===== src/rtl/instr_decode_buffer.sv =====
// Instruction queue between fetch and decode: a circular buffer of {instr, pc}
// with the head entry split into MIPS fields and a saturating refused-push counter.
module instr_decode_buffer #(
  parameter int DEPTH  = 4,
  parameter int PC_W   = 32,
  parameter int DROP_W = 8
) (
  input  logic                       clk,
  input  logic                       reset,
  input  logic                       in_valid,
  output logic                       in_ready,
  input  logic [31:0]                in_instr,
  input  logic [PC_W-1:0]            in_pc,
  input  logic                       flush,
  input  logic [1:0]                 ext_sel,
  output logic                       out_valid,
  input  logic                       out_ready,
  output logic [PC_W-1:0]            out_pc,
  output logic [5:0]                 op,
  output logic [4:0]                 rs,
  output logic [4:0]                 rt,
  output logic [4:0]                 rd,
  output logic [4:0]                 shamt,
  output logic [5:0]                 func,
  output logic [15:0]                imm16,
  output logic [31:0]                imm32,
  output logic [25:0]                addr26,
  output logic                       is_r,
  output logic                       is_j,
  output logic [$clog2(DEPTH+1)-1:0] count,
  output logic [DROP_W-1:0]          drop_cnt
);

  localparam int PW = (DEPTH > 1) ? $clog2(DEPTH) : 1;
  localparam int CW = $clog2(DEPTH+1);

  logic [31:0]     instr_mem [DEPTH];
  logic [PC_W-1:0] pc_mem    [DEPTH];
  logic [PW-1:0]   wp;
  logic [PW-1:0]   rp;
  logic            push;
  logic            pop;
  logic [31:0]     head_instr;

  // Handshake: a transfer happens on a side when its valid and ready are both
  // high at the rising edge; flush suppresses both transfers in that cycle.
  assign in_ready  = (count < CW'(DEPTH));
  assign out_valid = (count != '0);
  assign push      = in_valid && in_ready && !flush;
  assign pop       = out_valid && out_ready && !flush;

  always_ff @(posedge clk) begin
    if (!reset) begin
      count    <= '0;
      wp       <= '0;
      rp       <= '0;
      drop_cnt <= '0;
    end else begin
      if (flush) begin
        count <= '0;
        wp    <= '0;
        rp    <= '0;
      end else begin
        if (push) wp <= wp + 1'b1;
        if (pop)  rp <= rp + 1'b1;
        if (push && !pop)      count <= count + 1'b1;
        else if (pop && !push) count <= count - 1'b1;
      end
      if (in_valid && !in_ready && (drop_cnt != '1))
        drop_cnt <= drop_cnt + 1'b1;
    end
  end

  // Storage is not reset; occupancy alone decides what is visible.
  always_ff @(posedge clk) begin
    if (push) begin
      instr_mem[wp] <= in_instr;
      pc_mem[wp]    <= in_pc;
    end
  end

  assign head_instr = out_valid ? instr_mem[rp] : 32'h0;
  assign out_pc     = out_valid ? pc_mem[rp] : '0;

  assign op     = head_instr[31:26];
  assign rs     = head_instr[25:21];
  assign rt     = head_instr[20:16];
  assign rd     = head_instr[15:11];
  assign shamt  = head_instr[10:6];
  assign func   = head_instr[5:0];
  assign imm16  = head_instr[15:0];
  assign addr26 = head_instr[25:0];
  assign is_r   = out_valid && (op == 6'h00);
  assign is_j   = (op == 6'h02) || (op == 6'h03);

  always_comb begin
    imm32 = {16'h0, imm16};
    case (ext_sel)
      2'b01:   imm32 = {{16{imm16[15]}}, imm16};
      2'b10:   imm32 = {imm16, 16'h0};
      default: imm32 = {16'h0, imm16};
    endcase
  end

endmodule

===== config.mk =====
export PLATFORM = sky130hd
export DESIGN_NAME = instr_decode_buffer
export DESIGN_NICKNAME = d
export VERILOG_FILES = /design/src/rtl/instr_decode_buffer.sv
export SDC_FILE = /design/constraint.sdc
export NUM_CORES = 1
export LEC_CHECK = 0
export ABC_AREA = 1
export CAP_MARGIN = 10
export CORE_MARGIN = 2
export CORE_UTILIZATION = 56
export CTS_BUF_LIST = sky130_fd_sc_hd__clkbuf_8 sky130_fd_sc_hd__clkbuf_16
export CTS_CLUSTER_SIZE = 16
export DETAILED_ROUTE_END_ITERATION = 8
export GPL_TIMING_DRIVEN = 0
export PLACE_DENSITY_LB_ADDON = 0.3
export SYNTH_ARGS = -nofsm -noshare
export SYNTH_HDL_FRONTEND = slang
export SYNTH_SLANG_ARGS = --single-unit

===== constraint.sdc =====
create_clock -name clk -period 6.6 [get_ports clk]
set_input_delay 1.32 -clock clk [delete_from_list [all_inputs] [get_ports clk]]
set_output_delay 1.32 -clock clk [all_outputs]
set_load 0.02 [all_outputs]

### Word level (Yosys, flattened, before mapping)

Memories as Yosys holds them, arrays and structs flattened. A register that Yosys moved wholly into a read port is not among the register bits.
Index checks and enable logic that the tools add are counted.

| word-level totals | value |
|---|---|
| logic and storage cells | 47 |
| register bits | 15 |
| bits of input ports | 71 |
| output and inout port bits | 153 |
| RAM bits | 256 |
| memories kept | 2 |

Memories:

| memory | depth | width | rd ports | clocked after Yosys merged registers in | write ports | RTL line | text |
|---|---|---|---|---|---|---|---|
| instr_mem | 4 | 32 | 1 | 1 | 1 | 37 | `logic [31:0] instr_mem [DEPTH];` |
| pc_mem | 4 | 32 | 1 | 1 | 1 | 38 | `logic [PC_W-1:0] pc_mem [DEPTH];` |

| operators by class | value |
|---|---|
| bitwise logic cells | 1 |
| reductions and logical operators | 18 |
| equality and inequality tests | 5 |
| multiplexer cells | 11 |
| $add $sub $neg | 5 |
| magnitude comparators | 1 |

Operators by type and width:

| operator | count |
|---|---|
| 32-bit two-way mux | 2 |
| 32-bit one-hot mux with 2 select lines | 1 |
| 6-bit by 2-bit equality test with 1-bit output (second input constant) | 2 |
| 1-bit logical AND | 9 |
| 8-bit by 1-bit adder with 8-bit output (second input constant) | 1 |
| 2-bit two-way mux | 4 |
| 8-bit != test (second input constant) | 1 |
| 6-bit logical NOT | 1 |
| 3-bit two-way mux | 2 |
| 2-bit by 1-bit adder with 2-bit output (second input constant) | 2 |
| 1-bit logical NOT | 4 |
| 3-bit by 1-bit adder with 3-bit output (second input constant) | 1 |
| 3-bit < comparator (second input constant) | 1 |
| 3-bit nonzero test | 1 |
| 3-bit by 1-bit subtractor with 3-bit output (second input constant) | 1 |
| 2-bit by 1-bit equality test with 1-bit output (second input constant) | 1 |
| 2-bit equality test (second input constant) | 1 |
| 1-bit two-way mux | 2 |
| 2-bit nonzero test | 1 |
| 2-bit OR reduction | 1 |
| 1-bit logical OR | 1 |
| 1-bit inverter | 1 |

### Longest topological paths before layout

Gate-level depths: netlist (run 1).

| depth | value |
|---|---|
| word-level depth | 7 |
| gate-level depth with buffers | 11 |
| gate-level depth less buffers | 11 |

### Worst setup path after synthesis (run 1)

Ideal clock, no wire load.

| timing | value |
|---|---|
| path kind | in2reg |
| start point | input flush |
| end point | memory instr_mem[0][0] (enable) |
| path slack | 1.809 ns |
| library setup time | 0.487 ns |
| cell stages on the path | 3 |
| path buffers | 0 |
| required time | 6.113 ns |
| arrival | 4.304 ns |
| cell sequence | inv_1 nand3_1 nor2_1 |

| on the way | value |
|---|---|
| longest elaborated chain between the ends | 4 |

RTL lines:

| element | RTL line | text |
|---|---|---|
| start, declared | 14 | `input logic flush,` |
| 1-bit logical NOT | 49 | `assign push = in_valid && in_ready && !flush;` |
| 1-bit logical AND | 49 |  |
| 1-bit two-way mux | 76 | `if (push) begin` |
| 1-bit two-way mux (not written as such) | 77 | `instr_mem[wp] <= in_instr;` |
| end, declared | 37 |  |

No other way between the ends.

### Worst setup path in the final report (run 1)

| timing | value |
|---|---|
| start point | input ext_sel[0] |
| end point | output imm32[7] |

| on the way | value |
|---|---|
| longest elaborated chain between the ends | 2 |
| elaborated cells between the ends (all ways) | 3 |
| those cells by class | 2 x eq/ne; 1 x mux |

RTL lines:

| element | RTL line | text |
|---|---|---|
| start, declared | 15 | `input logic [1:0] ext_sel,` |
| 2-bit equality test or 2-bit by 1-bit equality test with 1-bit output (tied branches) | 98 | `case (ext_sel)` |
| 32-bit one-hot mux with 2 select lines (*) | 98 |  |
| end, declared | 26 | `output logic [31:0] imm32,` |

Every way passes the cells marked *; elsewhere a longest branch is shown, timed or not.

==> results.txt, run 1 <==
The number of instances in the synthesized netlist came out at 1028. The launching element type of the critical path is a primary input. The maximum fanout along the worst path is 10. The endpoint of the worst hold path is drop_cnt[0]$_SDFFE_PN0P_. The count of cell types in the netlist came out at 25.

The wire length of the first global-routing pass came out at 42700 um. STA classifies the critical path endpoint as an output port. The number of buffers inserted by post-CTS setup repair is 0.

The commonest cells after synthesis are 256 x sky130_fd_sc_hd__edfxtp_1, 237 x sky130_fd_sc_hd__nor2_1, 126 x sky130_fd_sc_hd__nand2_1. The share of the core filled with cells came out at 0.7546. The maximum resistive drop on vdd came out at 0.2123 mV. The routed design has 28200 um of wire. The worst register-to-register path ends at count[2]$_SDFFE_PP0P_. Dividing the synthesized area by the synthesized cell count gives 11.27 sq um. The final estimated routing congestion in global placement is 0.8102. By startpoint and endpoint, the worst setup path is classified as in -> out. The worst slew margin relative to its limit is 0.4469. The detailed-placement wirelength estimate is 18620 um. The tightest hold margin is 515.5 ps. The final route contains 8389 vias. The run finished with clean final reports.

The delay contributed by the slowest stage of the critical path came out at 570 ps. The power consumption came out at 4.041 mW. The clock tree from TritonCTS is done.

Entering global routing, the biggest net connects 28 pins. The final count of hold timing violations came out at 0. The main flop type after synthesis is sky130_fd_sc_hd__edfxtp_1.

The share of the Yosys chip area taken by registers is 0.6930. The synthesis-to-finish area growth came out at 32.23%. For this design the static power due to leakage is 5.600 nW.

Walking the worst path, the cells encountered are clkdlybuf4s50_1 > inv_1 > ha_1 > clkbuf_1 > nor2_1 > clkbuf_1 > nor2_1 > clkdlybuf4s50_1. The worst hold path begins at drop_cnt[0]$_SDFFE_PN0P_. The clock transition at the register clock pins on the worst setup and hold paths after CTS is 60 ps.

Dividing the final minimum period by the clock period gives 0.7834. The min-delay analysis places its worst path in the category reg -> reg. For this run the aggregate overflow at the end of global routing stands at 0. The detail route stage leaves a number of antenna-violating nets equal to 0. Of all flip-flops after synthesis, the portion carrying an async set or reset was 0. The number of standard cells in the layout, taps in and fillers out came out at 1580. The number of fill cells in the layout came out at 1311.

The final count of negative-setup-slack endpoints came out at 0. After synthesis, the cell types taking the most area are sky130_fd_sc_hd__edfxtp_1 66%, sky130_fd_sc_hd__nor2_1 7.7%, sky130_fd_sc_hd__o21ai_0 5.0%. At the end of the flow, the number of nets in the layout was 1368.

For the worst flop-to-flop path, the logic depth is 11. The total number of placement rows came out at 52. The die span in x came out at 147.8 um.

The number of register bits inferred by synthesis came out at 273. The floorplan step set the die height to 147.8 um. In this run the number of H-tree levels came out at 1.

Dividing the detail-routed wire length by the instance count gives 17.85 um. The number of flops mapped to enable cells by yosys came out at 256. The number of optimization iterations in the first detailed-route pass came out at 5.

The max-slew violation total from the final report was 0. The worst register-to-register path begins at count[2]$_SDFFE_PP0P_. The number of maximum-capacitance violations came out at 0. The root buffer cell chosen for the clock tree is sky130_fd_sc_hd__clkbuf_16. Setup repair after global routing left no endpoint under its margin. Input and output buffers added on the ports amount to 223. The total buffers and inverters traversed by the critical path is 5.

The number of DRC violations after detailed-routing iteration 0 is 639. The peak clock frequency supported by timing came out at 193.4 MHz. The number of sinks driven by the clock tree is 273.

The die outline area came out at 0.02185 sq mm. The number of warning messages in the yosys log came out at 0. The cell total after placement is 1529. The total standard cell area after synthesis came out at 0.01158 sq mm. Clock skew on the completed layout was measured at 18.64 ps. The share of synthesized area in the top cell type comes to 0.6636. The number of gates resized after CTS was 0. No sink is reached through more buffers than the 3 on the longest clock path. Counting every net in the synthesized netlist gives 1108. The cell with the largest stage delay on the worst path is sky130_fd_sc_hd__clkdlybuf4s50_1.

The dominant delay contributor by cell family on the critical path is buffers and inverters. The total of hold buffers inserted after clock tree synthesis is 0. The number of design rule violations left after detail routing is 0. In the global route stage, overall resource usage came out at 0.2533. The data required time at the worst endpoint is 5280 ps. The number of buffers created by CTS came out at 27. The via count of the first global-routing pass is 8095. The final period demand of the worst path is 5170 ps.

In this run the count of I/O pins placed on the die edge is 224. For the worst-skew pair, the clock arrives at the later sink with an insertion delay of 530 ps. The arrival time reported for the critical path endpoint came out at 3850 ps.

The slack of the worst reg-to-reg path came out at 4110 ps. The initial utilization of the core area, before any placement, comes to 0.5706. The power per standard cell area is 263.8 mW/mm^2. The initial antenna violation count is 3. Of all cell types, the one taking the most synthesized area is sky130_fd_sc_hd__edfxtp_1. The count of cells along the worst hold path is 2. The core footprint came out at 0.02030 sq mm.

The transition time of the tightest slew-check pin is 827.6 ps. Of the cells placed in the final design, the portion with a size suffix greater than 1 is 0.1063. The via density per instance came out at 5.309. By instance count, the leading cell after synthesis is sky130_fd_sc_hd__edfxtp_1.
-- routing by layer --
metal | up-vias | track usage | wire length, um
met3 | 48 | 0.05401 | 2684
li1 | 4010 | - | -
met5 | - | 0 | 12
met4 | 2 | 0.08238 | 690
met1 | 3930 | 0.3140 | 10580
met2 | 399 | 0.4467 | 14230
-- per-stage QoR --
stage          setup WS, ps  TNS (ps)  instance area, sq um
2_1_floorplan          1809         0                 11580
3_3_place_gp         -638.4   -152370                 14150
3_5_place_dp           1379         0                 14360
4_1_cts                1374         0                 15310
5_1_grt                1272         0                 15310
6_report               1430         0                 15320
-- state kept, by name, summed over array words and instances, names as in the netlist, named ones only --
| signal | flops |
|---|---|
| drop_cnt | 8 |
| count | 3 |
| pc_mem | 128 |
| instr_mem | 128 |
| wp | 2 |
| rp | 2 |
-- layout make-up --
type                    count  area, sq um  share of cell area
flip-flops and latches    273         8028              0.5241
multi-input cells         611         2774              0.1811
repair buffers            231         2407              0.1572
clock buffers              29        703.2             0.04591
plain buffers              97        635.6             0.04150
well taps                 270        337.8             0.02206
clock inverters            20        250.2             0.01634
inverters                  47        176.4             0.01152
diodes                      2        5.005           0.0003267
-- power by group --
group          internal [mW]  total (mW)  switching, mW
Clock                   1.00        1.62          0.616
Combinational          0.216       0.491          0.274
Sequential              1.93        1.93        0.00891
Total                   3.14        4.04          0.899
-- how the worst max path moves through the flow --
stage                     cells after the start  slack, ps                         end  startpoint
final                                         8       1430                    imm32[7]  ext_sel[0]
after global placement                        4       -640  instr_mem[1][22]$_DFFE_PP_       flush
after global routing                          8       1270                    imm32[7]  ext_sel[0]
after floorplan                               3       1810   instr_mem[0][0]$_DFFE_PP_       flush
after CTS                                     7       1370                    imm32[7]  ext_sel[1]
after detailed placement                      7       1380                    imm32[7]  ext_sel[1]
-- placed cells by master, fill, tap and decap left out, types with 23 or more instances in the layout --
master | Yosys | layout
sky130_fd_sc_hd__nor2_1 | 237 | 233
sky130_fd_sc_hd__a21oi_1 | 57 | 57
sky130_fd_sc_hd__o21ai_0 | 115 | 115
sky130_fd_sc_hd__nand2_1 | 126 | 126
sky130_fd_sc_hd__nand3_1 | 25 | 25
sky130_fd_sc_hd__inv_1 | 44 | 47
sky130_fd_sc_hd__buf_4 | 51 | 51
sky130_fd_sc_hd__clkdlybuf4s50_1 | 0 | 223
sky130_fd_sc_hd__clkbuf_16 | 0 | 27
sky130_fd_sc_hd__clkbuf_1 | 23 | 23
sky130_fd_sc_hd__edfxtp_1 | 256 | 256
-- worst register-to-register path: cells and delay by family (launching register included) --
| kind | cells | cell delay [ps] |
|---|---|---|
| fa+ha+maj | 2 | 540 |
| buf+inv | 1 | 70 |
| simple gates | 6 | 1270 |
| compound gates | 2 | 190 |
| flops | 1 | 360 |
-- kinds of logic after synthesis --
group                    count (synthesis)  share of synthesized area
buffers and inverters                  144                    0.07010
flip-flops                             273                     0.6930
XOR/XNOR                                 2                   0.001512
AND/OR/NAND/NOR                        396                     0.1335
AO/OA/AOI/OAI                          204                    0.09149
adder cells (fa/ha/maj)                  9                    0.01037
Note: power is estimated with default switching activity, not from simulation.
==> run 2: changes to the inputs <==
- CORE_UTILIZATION: 56 -> 52
- clock period: 6.6 -> 4.9 ns (I/O delays scaled with it)
==> run 2 against run 1 <==
Against the previous run:
- clock skew down 9.5 ps
- cell count up 0.63%
- design area down 0.71%
- clock power up 20%
- power up 29%
- sequential share of layout area up 0.38 points
- first-iteration DRC count down 16%
- global-route usage down 2.0 points
- hold slack worse by 15 ps
==> results.txt, run 2 (synthesis results as in run 1) <==
The run finished with clean final reports. The power per standard cell area came out at 342.1 mW/mm^2 (+30%). The final period demand of the worst path came out at 4546 ps. The transition time of the tightest slew-check pin is 833.7 ps (+6.081 ps). The via count of the first global-routing pass is 8348 (+3.1%).

The delay contributed by the slowest stage of the critical path came out at 560 ps (about the same). The library cells used most frequently in the layout, excluding fill and tap cells, are 256 x sky130_fd_sc_hd__edfxtp_1, 233 x sky130_fd_sc_hd__nor2_1, 223 x sky130_fd_sc_hd__clkdlybuf4s50_1. The via density per instance came to 5.271 (-0.72%). The portion of the clock cycle consumed by the worst path in the final layout is 0.9277.

The total number of placement rows is 54 (+3.8%). The core footprint is 0.02182 sq mm (+7.5%). The global-route total usage across every layer came to 0.2336 (-0.01974). The latest clock arrival within the worst-skew pair is 530 ps (about the same). The final count of hold timing violations is 0 (unchanged). The maximum number of pins on one net before global-route repair came to 31 (+11%).

The post-placement cell area is 0.01436 sq mm (about the same). The cell with the largest stage delay on the worst path is sky130_fd_sc_hd__clkdlybuf4s50_1. The initial antenna violation count is 2 (-1). The number of fill cells in the layout is 1520 (+16%). In this run the most critical hold path is launched from drop_cnt[0]$_SDFFE_PN0P_.

The detailed-route via count was 8381 (-0.095%). The die outline area is 0.02349 sq mm (+7.5%). The area of all placed cells without fillers is 0.01521 sq mm (-0.71%). The met2 global-route usage came to 0.4294 (-0.01732).

The worst clock skew came out at 9.150 ps (-9.493 ps). The number of optimization iterations in the first detailed-route pass is 5 (unchanged). The die span in x came to 153.3 um (+3.7%). The number of maximum-capacitance violations is 0 (unchanged). The cell total after placement is 1539 (+0.65%).

The number of buffers inserted by post-CTS setup repair came out at 0 (unchanged). The aggregate routed wire length came out at 28280 um (+0.31%). The final estimated routing congestion in global placement came out at 0.8202 (+1.2%). The sum of overflow across all layers after global routing came out at 0 (unchanged).

The final count of negative-setup-slack endpoints came out at 0 (unchanged). The worst setup slack after placement came to 307.5 ps (-1071 ps). The critical path goes through clkdlybuf4s50_1 > inv_1 > ha_1 > clkbuf_1 > nor2_1 > clkbuf_1 > nor2_1 > clkdlybuf4s50_1. The arrival time reported for the critical path endpoint is 3570 ps (-280 ps). The number of nets still failing antenna checks after routing came out at 0 (unchanged). The leading cell type in the layout, fill and taps excluded is sky130_fd_sc_hd__edfxtp_1.

The number of buffers created by CTS came out at 27 (unchanged). The number of ports placed on the die boundary is 224 (unchanged). The maximum level of the CTS H-tree was 1 (unchanged).

The data required time at the worst endpoint came out at 3920 ps (-1360 ps). In the final layout, the registers with the most flip-flops are instr_mem: 128 flops, pc_mem: 128 flops, drop_cnt: 8 flops. The root buffer selected by CTS is sky130_fd_sc_hd__clkbuf_16.

In this run the worst setup path begins at ext_sel[0]. The critical path start-end classification is in -> out. The clock transition at the register clock pins on the worst setup and hold paths after CTS is 60 ps (about the same). The number of sinks driven by the clock tree is 273 (unchanged). The die boundary height came out at 153.3 um (+3.7%). The net count of the finished layout is 1368 (unchanged).

The number of standard cells in the layout, taps in and fillers out is 1590 (+0.63%). The number of buffers inserted by port buffering came out at 223 (unchanged). The synthesis-to-finish area growth is 31.29%. The worst setup margin is 354.2 ps (-1076 ps). Setup repair after global routing left no endpoint under its margin.

The max-slew violation total from the final report is 0 (unchanged). The maximum fanout along the worst path is 10 (unchanged). The peak clock frequency supported by timing is 220.0 MHz. The wire length of the first global-routing pass is 43260 um (+1.3%).

The number of buffers between clock root and the deepest sink came out at 3 (unchanged). In this run the worst hold path is classified as reg -> reg. The number of design rule violations left after detail routing was 0 (unchanged). The met3 demand-to-capacity share in global routing came out at 0.04054 (-0.01347). The count of instances resized after the clock tree is built came to 0 (unchanged). The met1 usage in global routing came out at 0.2808 (-0.03317).

The total of hold buffers inserted after clock tree synthesis is 0 (unchanged). The worst slew margin relative to its limit came out at 0.4429 (-0.004063). The share of layout cells above drive strength 1 was 0.1047 (-0.001609). STA classifies the critical path startpoint as a primary input. The reported leakage power is 5.546 nW (-0.97%). The detailed-placement wirelength estimate came to 18790 um (+0.91%). STA classifies the critical path endpoint as an output port. TritonCTS built the clock tree.

The most used routing layer in global routing is met2. The number of DRC violations after detailed-routing iteration 0 was 535 (-16%). The initial core utilization is 0.5308 (-0.03985). The maximum resistive drop on vdd came out at 0.3681 mV (+73%). The wire length per cell after detailed routing is 17.79 um (-0.32%). The worst register-to-register path begins at count[0]$_SDFFE_PP0P_.
run 2: power breakdown:
group	internal (mW)	switching, mW
Clock	1.11	0.832
Combinational	0.291	0.367
Sequential	2.59	0.0121
run 2: layer usage:
layer | part of all wire | vias to the layer above
met5 | 0.00039 | -
met2 | 0.52 | 355
met4 | 0.021 | 2
met3 | 0.074 | 52
met1 | 0.38 | 3967
li1 | - | 4005
run 2: stage by stage:
stage | util | power [mW] | setup TNS [ps] | hold WS [ps]
2_1_floorplan | - | 2.985 | 0 | 466.9
3_3_place_gp | 0.6491 | 3.297 | -508800 | 481.4
3_5_place_dp | 0.6582 | 3.313 | 0 | 488.4
4_1_cts | 0.6968 | 5.223 | 0 | 501.2
5_1_grt | 0.6968 | 5.360 | 0 | 527.9
6_report | 0.6969 | 5.202 | 0 | 500.3
run 2: path summary, 6_finish.rpt:
path,endpoint,slack [ps],depth (start not counted)
min,drop_cnt[0]$_SDFFE_PN0P_,500,2
max reg2reg,count[2]$_SDFFE_PP0P_,2450,11
max,imm32[8],350,8
min reg2reg,drop_cnt[0]$_SDFFE_PN0P_,500,2
run 2: worst max-delay path, delay by kind of cell:
kind,cells,cell delay (ps)
adders and majority gates,1,280
buffers and inverters,5,1770
and+or+nand+nor,2,540
run 2: cell type report:
cell class	count	area, sq um	area share
diodes	1	2.502	0.0001645
plain buffers	97	635.6	0.04179
clock buffers	27	675.6	0.04443
clock inverters	23	166.4	0.01094
inverters	47	176.4	0.01160
multi-input cells	611	2774	0.1824
flip-flops and latches	273	8028	0.5278
well taps	280	350.3	0.02304
repair buffers	231	2400	0.1578
